==> src/rtl/bus_arbiter_rr.sv <==
// Shared system bus arbiter: fixed-priority or round-robin selection among
// N_CH masters, one-hot registered grant, per-tenure beat limit for fairness
// and a watchdog that revokes a grant whose slave never answers.
module bus_arbiter_rr #(
    parameter int N_CH      = 8,
    parameter int MODE      = 1,
    parameter int MAX_BEATS = 4,
    parameter int TIMEOUT   = 64,
    parameter int CNT_W     = 8
) (
    input  logic                    clk,
    input  logic                    clr,
    input  logic [N_CH-1:0]         DMA,
    input  logic                    BUS_ready,
    output logic [N_CH-1:0]         grant,
    output logic                    BUS_req,
    output logic [$clog2(N_CH)-1:0] owner,
    output logic                    busy,
    output logic                    bus_err
);

    localparam int OW = $clog2(N_CH);

    // Beat counter cap: the limit itself when enabled, otherwise all-ones so
    // an unlimited tenure still never wraps.
    localparam logic [CNT_W-1:0] BEAT_LIM = CNT_W'(MAX_BEATS);
    localparam logic [CNT_W-1:0] CNT_MAX  = {CNT_W{1'b1}};
    localparam logic [CNT_W-1:0] BEAT_CAP = (MAX_BEATS != 0) ? BEAT_LIM : CNT_MAX;
    localparam logic [CNT_W-1:0] WD_LAST  = CNT_W'(TIMEOUT - 1);
    localparam bit               LIM_EN   = (MAX_BEATS != 0);
    localparam bit               WD_EN    = (TIMEOUT != 0);

    typedef enum logic [1:0] {
        S_IDLE  = 2'd0,
        S_GRANT = 2'd1,
        S_GAP   = 2'd2
    } state_t;

    state_t            state_q, state_d;
    logic [N_CH-1:0]   grant_q, grant_d;
    logic [OW-1:0]     owner_q, owner_d;
    logic [OW-1:0]     rr_ptr_q, rr_ptr_d;
    logic [CNT_W-1:0]  beat_cnt_q, beat_cnt_d;
    logic [CNT_W-1:0]  wd_cnt_q, wd_cnt_d;

    logic [OW-1:0]     base;
    logic [OW-1:0]     off;
    logic [OW:0]       win_sum;
    logic [OW-1:0]     win_idx;
    logic [OW-1:0]     ptr_nxt;
    logic [2*N_CH-1:0] rot;

    logic              own_req;
    logic              others;
    logic [CNT_W-1:0]  beat_next;
    logic              wd_fire;
    logic              lim_hit;

    // Saturating increment: counters stop at lim instead of wrapping.
    function automatic logic [CNT_W-1:0] sat_inc(input logic [CNT_W-1:0] v,
                                                 input logic [CNT_W-1:0] lim);
        return (v >= lim) ? lim : v + CNT_W'(1);
    endfunction

    // Winner search: rotate the request vector so the search base sits at
    // bit 0, take the lowest set bit, then rotate the offset back.
    always_comb begin
        base = (MODE == 0) ? '0 : rr_ptr_q;
        rot  = {DMA, DMA} >> base;
        off  = '0;
        for (int i = N_CH - 1; i >= 0; i--) begin
            if (rot[i]) off = OW'(i);
        end
        win_sum = {1'b0, base} + {1'b0, off};
        if (win_sum >= (OW+1)'(N_CH)) win_sum = win_sum - (OW+1)'(N_CH);
        win_idx = win_sum[OW-1:0];
        ptr_nxt = (win_idx == OW'(N_CH - 1)) ? '0 : win_idx + OW'(1);
    end

    assign own_req   = |(grant_q & DMA);
    assign others    = |(DMA & ~grant_q);
    assign beat_next = sat_inc(beat_cnt_q, BEAT_CAP);
    assign wd_fire   = WD_EN && !BUS_ready && (wd_cnt_q == WD_LAST);
    assign lim_hit   = LIM_EN && BUS_ready && (beat_next == BEAT_LIM) && others;

    // Next-state logic: arbitration in IDLE, tenure tracking and release
    // (drop beats watchdog beats beat limit) in GRANT, one turnaround in GAP.
    always_comb begin
        state_d    = state_q;
        grant_d    = grant_q;
        owner_d    = owner_q;
        rr_ptr_d   = rr_ptr_q;
        beat_cnt_d = beat_cnt_q;
        wd_cnt_d   = wd_cnt_q;
        bus_err    = 1'b0;
        unique case (state_q)
            S_IDLE: begin
                beat_cnt_d = '0;
                wd_cnt_d   = '0;
                if (|DMA) begin
                    state_d  = S_GRANT;
                    grant_d  = N_CH'(1) << win_idx;
                    owner_d  = win_idx;
                    rr_ptr_d = ptr_nxt;
                end
            end
            S_GRANT: begin
                if (BUS_ready) begin
                    beat_cnt_d = beat_next;
                    wd_cnt_d   = '0;
                end else begin
                    wd_cnt_d = sat_inc(wd_cnt_q, CNT_MAX);
                end
                if (!own_req) begin
                    state_d = S_GAP;
                    grant_d = '0;
                end else if (wd_fire) begin
                    state_d = S_GAP;
                    grant_d = '0;
                    bus_err = 1'b1;
                end else if (lim_hit) begin
                    state_d = S_GAP;
                    grant_d = '0;
                end
            end
            S_GAP: begin
                state_d    = S_IDLE;
                grant_d    = '0;
                beat_cnt_d = '0;
                wd_cnt_d   = '0;
            end
            default: begin
                state_d    = S_IDLE;
                grant_d    = '0;
                beat_cnt_d = '0;
                wd_cnt_d   = '0;
            end
        endcase
    end

    // State and tenure registers; reset drops any grant immediately.
    always_ff @(posedge clk or posedge clr) begin
        if (clr) begin
            state_q    <= S_IDLE;
            grant_q    <= '0;
            owner_q    <= '0;
            rr_ptr_q   <= '0;
            beat_cnt_q <= '0;
            wd_cnt_q   <= '0;
        end else begin
            state_q    <= state_d;
            grant_q    <= grant_d;
            owner_q    <= owner_d;
            rr_ptr_q   <= rr_ptr_d;
            beat_cnt_q <= beat_cnt_d;
            wd_cnt_q   <= wd_cnt_d;
        end
    end

    assign grant   = grant_q;
    assign owner   = owner_q;
    assign busy    = (state_q == S_GRANT);
    assign BUS_req = busy && own_req;

endmodule

==> config.mk <==
export PLATFORM = sky130hd
export DESIGN_NAME = bus_arbiter_rr
export DESIGN_NICKNAME = d
export VERILOG_FILES = /design/src/rtl/bus_arbiter_rr.sv
export SDC_FILE = /design/constraint.sdc
export NUM_CORES = 1
export LEC_CHECK = 0
export CORE_ASPECT_RATIO = 0.5
export CORE_MARGIN = 8
export CORE_UTILIZATION = 50
export CTS_BUF_LIST = sky130_fd_sc_hd__clkbuf_4 sky130_fd_sc_hd__clkbuf_8 sky130_fd_sc_hd__clkbuf_16
export CTS_CLUSTER_SIZE = 8
export DETAILED_ROUTE_END_ITERATION = 8
export GPL_TIMING_DRIVEN = 0
export PLACE_DENSITY_LB_ADDON = 0.12
export SKIP_CTS_REPAIR_TIMING = 1
export SYNTH_ARGS = -nofsm -noshare
export SYNTH_HDL_FRONTEND = slang
export SYNTH_SLANG_ARGS = --single-unit
==> constraint.sdc <==
create_clock -name clk -period 9.6 [get_ports clk]
set_input_delay 1.92 -clock clk [delete_from_list [all_inputs] [get_ports clk]]
set_output_delay 1.92 -clock clk [all_outputs]
set_load 0.1 [all_outputs]
==> results of run 1 <==
==> synthesized netlist by cell type (all sizes together) (2+ instances only) <==
cell,n
nor3,3
nand3,12
a22oi,6
nand2b,5
xor2,2
mux4,16
a31oi,3
and2,7
nand2,4
and3,10
mux2i,3
mux2,6
nor2b,5
dfrtp,32
buf,9
a21oi,14
clkbuf,4
inv,21
xnor2,4
or2,4
o21ai,7
o221ai,8
nor2,15
a2111oi,2
o2111ai,8
ha,9
==> metrics by stage <==
step / utilization [%] / cell area (µm²) / setup WS, ns / hold WS, ns / cells
after floorplan: - / 2470 / 3.89 / 0.442 / 235
after global placement: 57.2 / 2770 / 3.43 / 0.464 / 326
after detailed placement: 57.2 / 2770 / 3.39 / 0.463 / 326
after CTS: 59.8 / 2900 / 3.39 / 0.483 / 334
after global routing: 60.4 / 2920 / 3.33 / 0.495 / 335
final: 60.4 / 2920 / 3.41 / 0.478 / 335
==> area by class of cell <==
type / instances / area, µm² / share of cell area [%]
multi-input combinational: 169 / 1520 / 52.1
sequential: 32 / 801 / 27.4
timing repair buffer: 22 / 238 / 8.13
clock buffer: 7 / 96.3 / 3.30
tap: 70 / 87.6 / 3.00
inverter: 21 / 78.8 / 2.70
buffer: 13 / 67.6 / 2.31
clock inverter: 1 / 30.0 / 1.03
==> sequential cells by signal (all words and copies together) (netlist names) <==
signal,cells
wd_cnt_q,8
state_q,2
grant,8
beat_cnt_q,8
base,3
owner,3
==> final timing paths <==
check	startpoint	end	slack, ns	depth (start not counted)
min in group asynchronous	clr	owner[2]$_DFFE_PP0P_	1.93	2
max in group asynchronous	clr	grant[7]$_DFFE_PP0P_	7.23	3
setup / recovery	DMA[4]	bus_err	3.41	5
hold / removal	beat_cnt_q[7]$_DFFE_PP0P_	beat_cnt_q[7]$_DFFE_PP0P_	0.48	1
setup reg to reg	base[1]$_DFFE_PP0P_	base[0]$_DFFE_PP0P_	5.57	14
hold reg to reg	beat_cnt_q[7]$_DFFE_PP0P_	beat_cnt_q[7]$_DFFE_PP0P_	0.48	1
==> metal layers <==
layer | part of all wire [%] | up-vias
li1 | - | 950
met1 | 45 | 1034
met2 | 48 | 52
met3 | 6.0 | 6
met4 | 0.51 | 0
met5 | 0 | -
==> cell usage in the layout, fill, tap and decap left out, types with 2 or more instances in the layout <==
cell and instances:
o221ai_2 8, o21ai_0 4, nor2_1 15, mux2_4 2
o21ai_1 3, ha_1 9, xor2_1 2, buf_2 6
a22oi_1 6, mux2_2 4, nand2_1 4, or2_1 2
xnor2_1 4, nand3_1 12, o2111ai_1 8, a2111oi_0 2
mux4_2 16, nor3_1 3, and2_1 7, mux2i_4 2
and3_1 10, inv_1 19, clkbuf_8 7, nor2b_1 5
clkbuf_1 4, clkdlybuf4s50_1 21, a31oi_1 3, a21oi_1 14
nand2b_1 5, dfrtp_1 32
==> critical path, cell delays in order <==
cell and delay (ns):
clkdlybuf4s50_1 0.65, a22oi_1 0.15, a41o_1 0.30, nor2b_1 0.11, clkdlybuf4s50_1 1.14
==> power by group <==
group	switching, mW	internal, mW
clock	0.0503	0.0916
combinational	0.442	0.270
sequential	0.0216	0.166
total	0.513	0.527
==> kinds of logic after synthesis <==
family	count (synthesis)	share of synthesized area, %
simple gates	69	15.0
compound gates	59	19.3
buf+inv	34	5.92
flops	32	32.4
mux	25	19.8
fa+ha+maj	10	5.37
xor+xnor	6	2.13
==> out/metrics.csv, run 1 <==
metric,value,unit
outcome,"complete, no violations",
worst_hold_path_type,reg -> reg,
ys_warn_count,0,
grt_util_met3,4.02,%
rsz0062_at_grt,false,
routedWlPerCell,17.4,µm
drive_gt1_share,19.6,%
hold_viol,0,
slew_violations,0,
wl,5840,µm
cts-root-buf,clkbuf_8,
arrival,4.27,ns
finalSetupViolCount,0,
die_h,65.7,µm
top_usage_layer,met2,
core_area,4840,µm²
dieArea,7580,µm²
critPathLaunchType,input port,
met2_usage,27.1,%
io_pins,25,
dr.pass1.iters,4,
io_buffers,21,
synth_top_flop_cell,dfrtp_1,
async_flop_share,100,%
antenna_left,0,
vias_per_cell,6.10,
syn_inst,235,
clockBufferDepth,2,
cp_max_fo,8,
syn_nets,256,
clkTransAtPathRegs,0.06,ns
overflow,0,
gr-usage-all-layers,16.2,%
max_slew_margin,35.2,%
max_cap_violations,0,
vias,2042,
crit_required,7.68,ns
synth_area_per_cell,10.5,µm²
ys_types,51,
leakagePower,1.20,nW
dp_hpwl,4240,µm
max_freq,0.161,GHz
worstSkewPairLatency,0.28,ns
synth_top_area_share,32.4,%
period_share,64.5,%
gp_congestion,0.798,
diodes,0,
die_w,115,µm
cts_sinks,32,
synth_edf_count,0,
peakVddDrop,177,µV
max_slew.worst_pin.slew,0.969,ns
cts_tree,built,
crit_path_end_kind,output port,
yosys.area.top_type,dfrtp_1,
total_power,1.04,mW
min_period,6.19,ns
power.density,356,nW/µm²
grt_max_degree,33,
cts_buffers,5,
tns,0,ns
final_nets,285,
yosys-top-cells-area,"dfrtp_1, mux4_2, o221ai_2",
syn-cell-area,2470,µm²
grt_pass1_vias,2011,
remaining_drc_errors,0,
gr-usage-met1,21.0,%
fin_skew,0.00431,ns
htreeDepth,2,
grt_pass1_wl,9760,µm
seq_area_frac_synth,32.4,%
crit_type,in -> out,
detail_route.iter0.violations,149,
synthToLayoutAreaGrowth,18.3,%
synth_seq_cells,32,
rows,18,
fillCellCount,429,
initial_core_util,51.0,%
grt_antenna_before_repair,0,
No activity file was read; power rests on OpenSTA's default activity.
==> run 2, diff against run 1 <==
- clock period: 9.6 -> 6.1 ns (I/O delays scaled with it)
==> results of run 2 <==
Same layout as run 1 (identical final DEF). Status: complete, no violations.
Main changes from that run: setup slack after placement 3.39 ns -> 1.10 ns; setup slack after layout 3.41 ns -> 1.31 ns; register-to-register setup slack 5.57 ns -> 2.07 ns; total power 1.04 mW -> 1.64 mW; worst IR drop on VDD 177 µV -> 279 µV
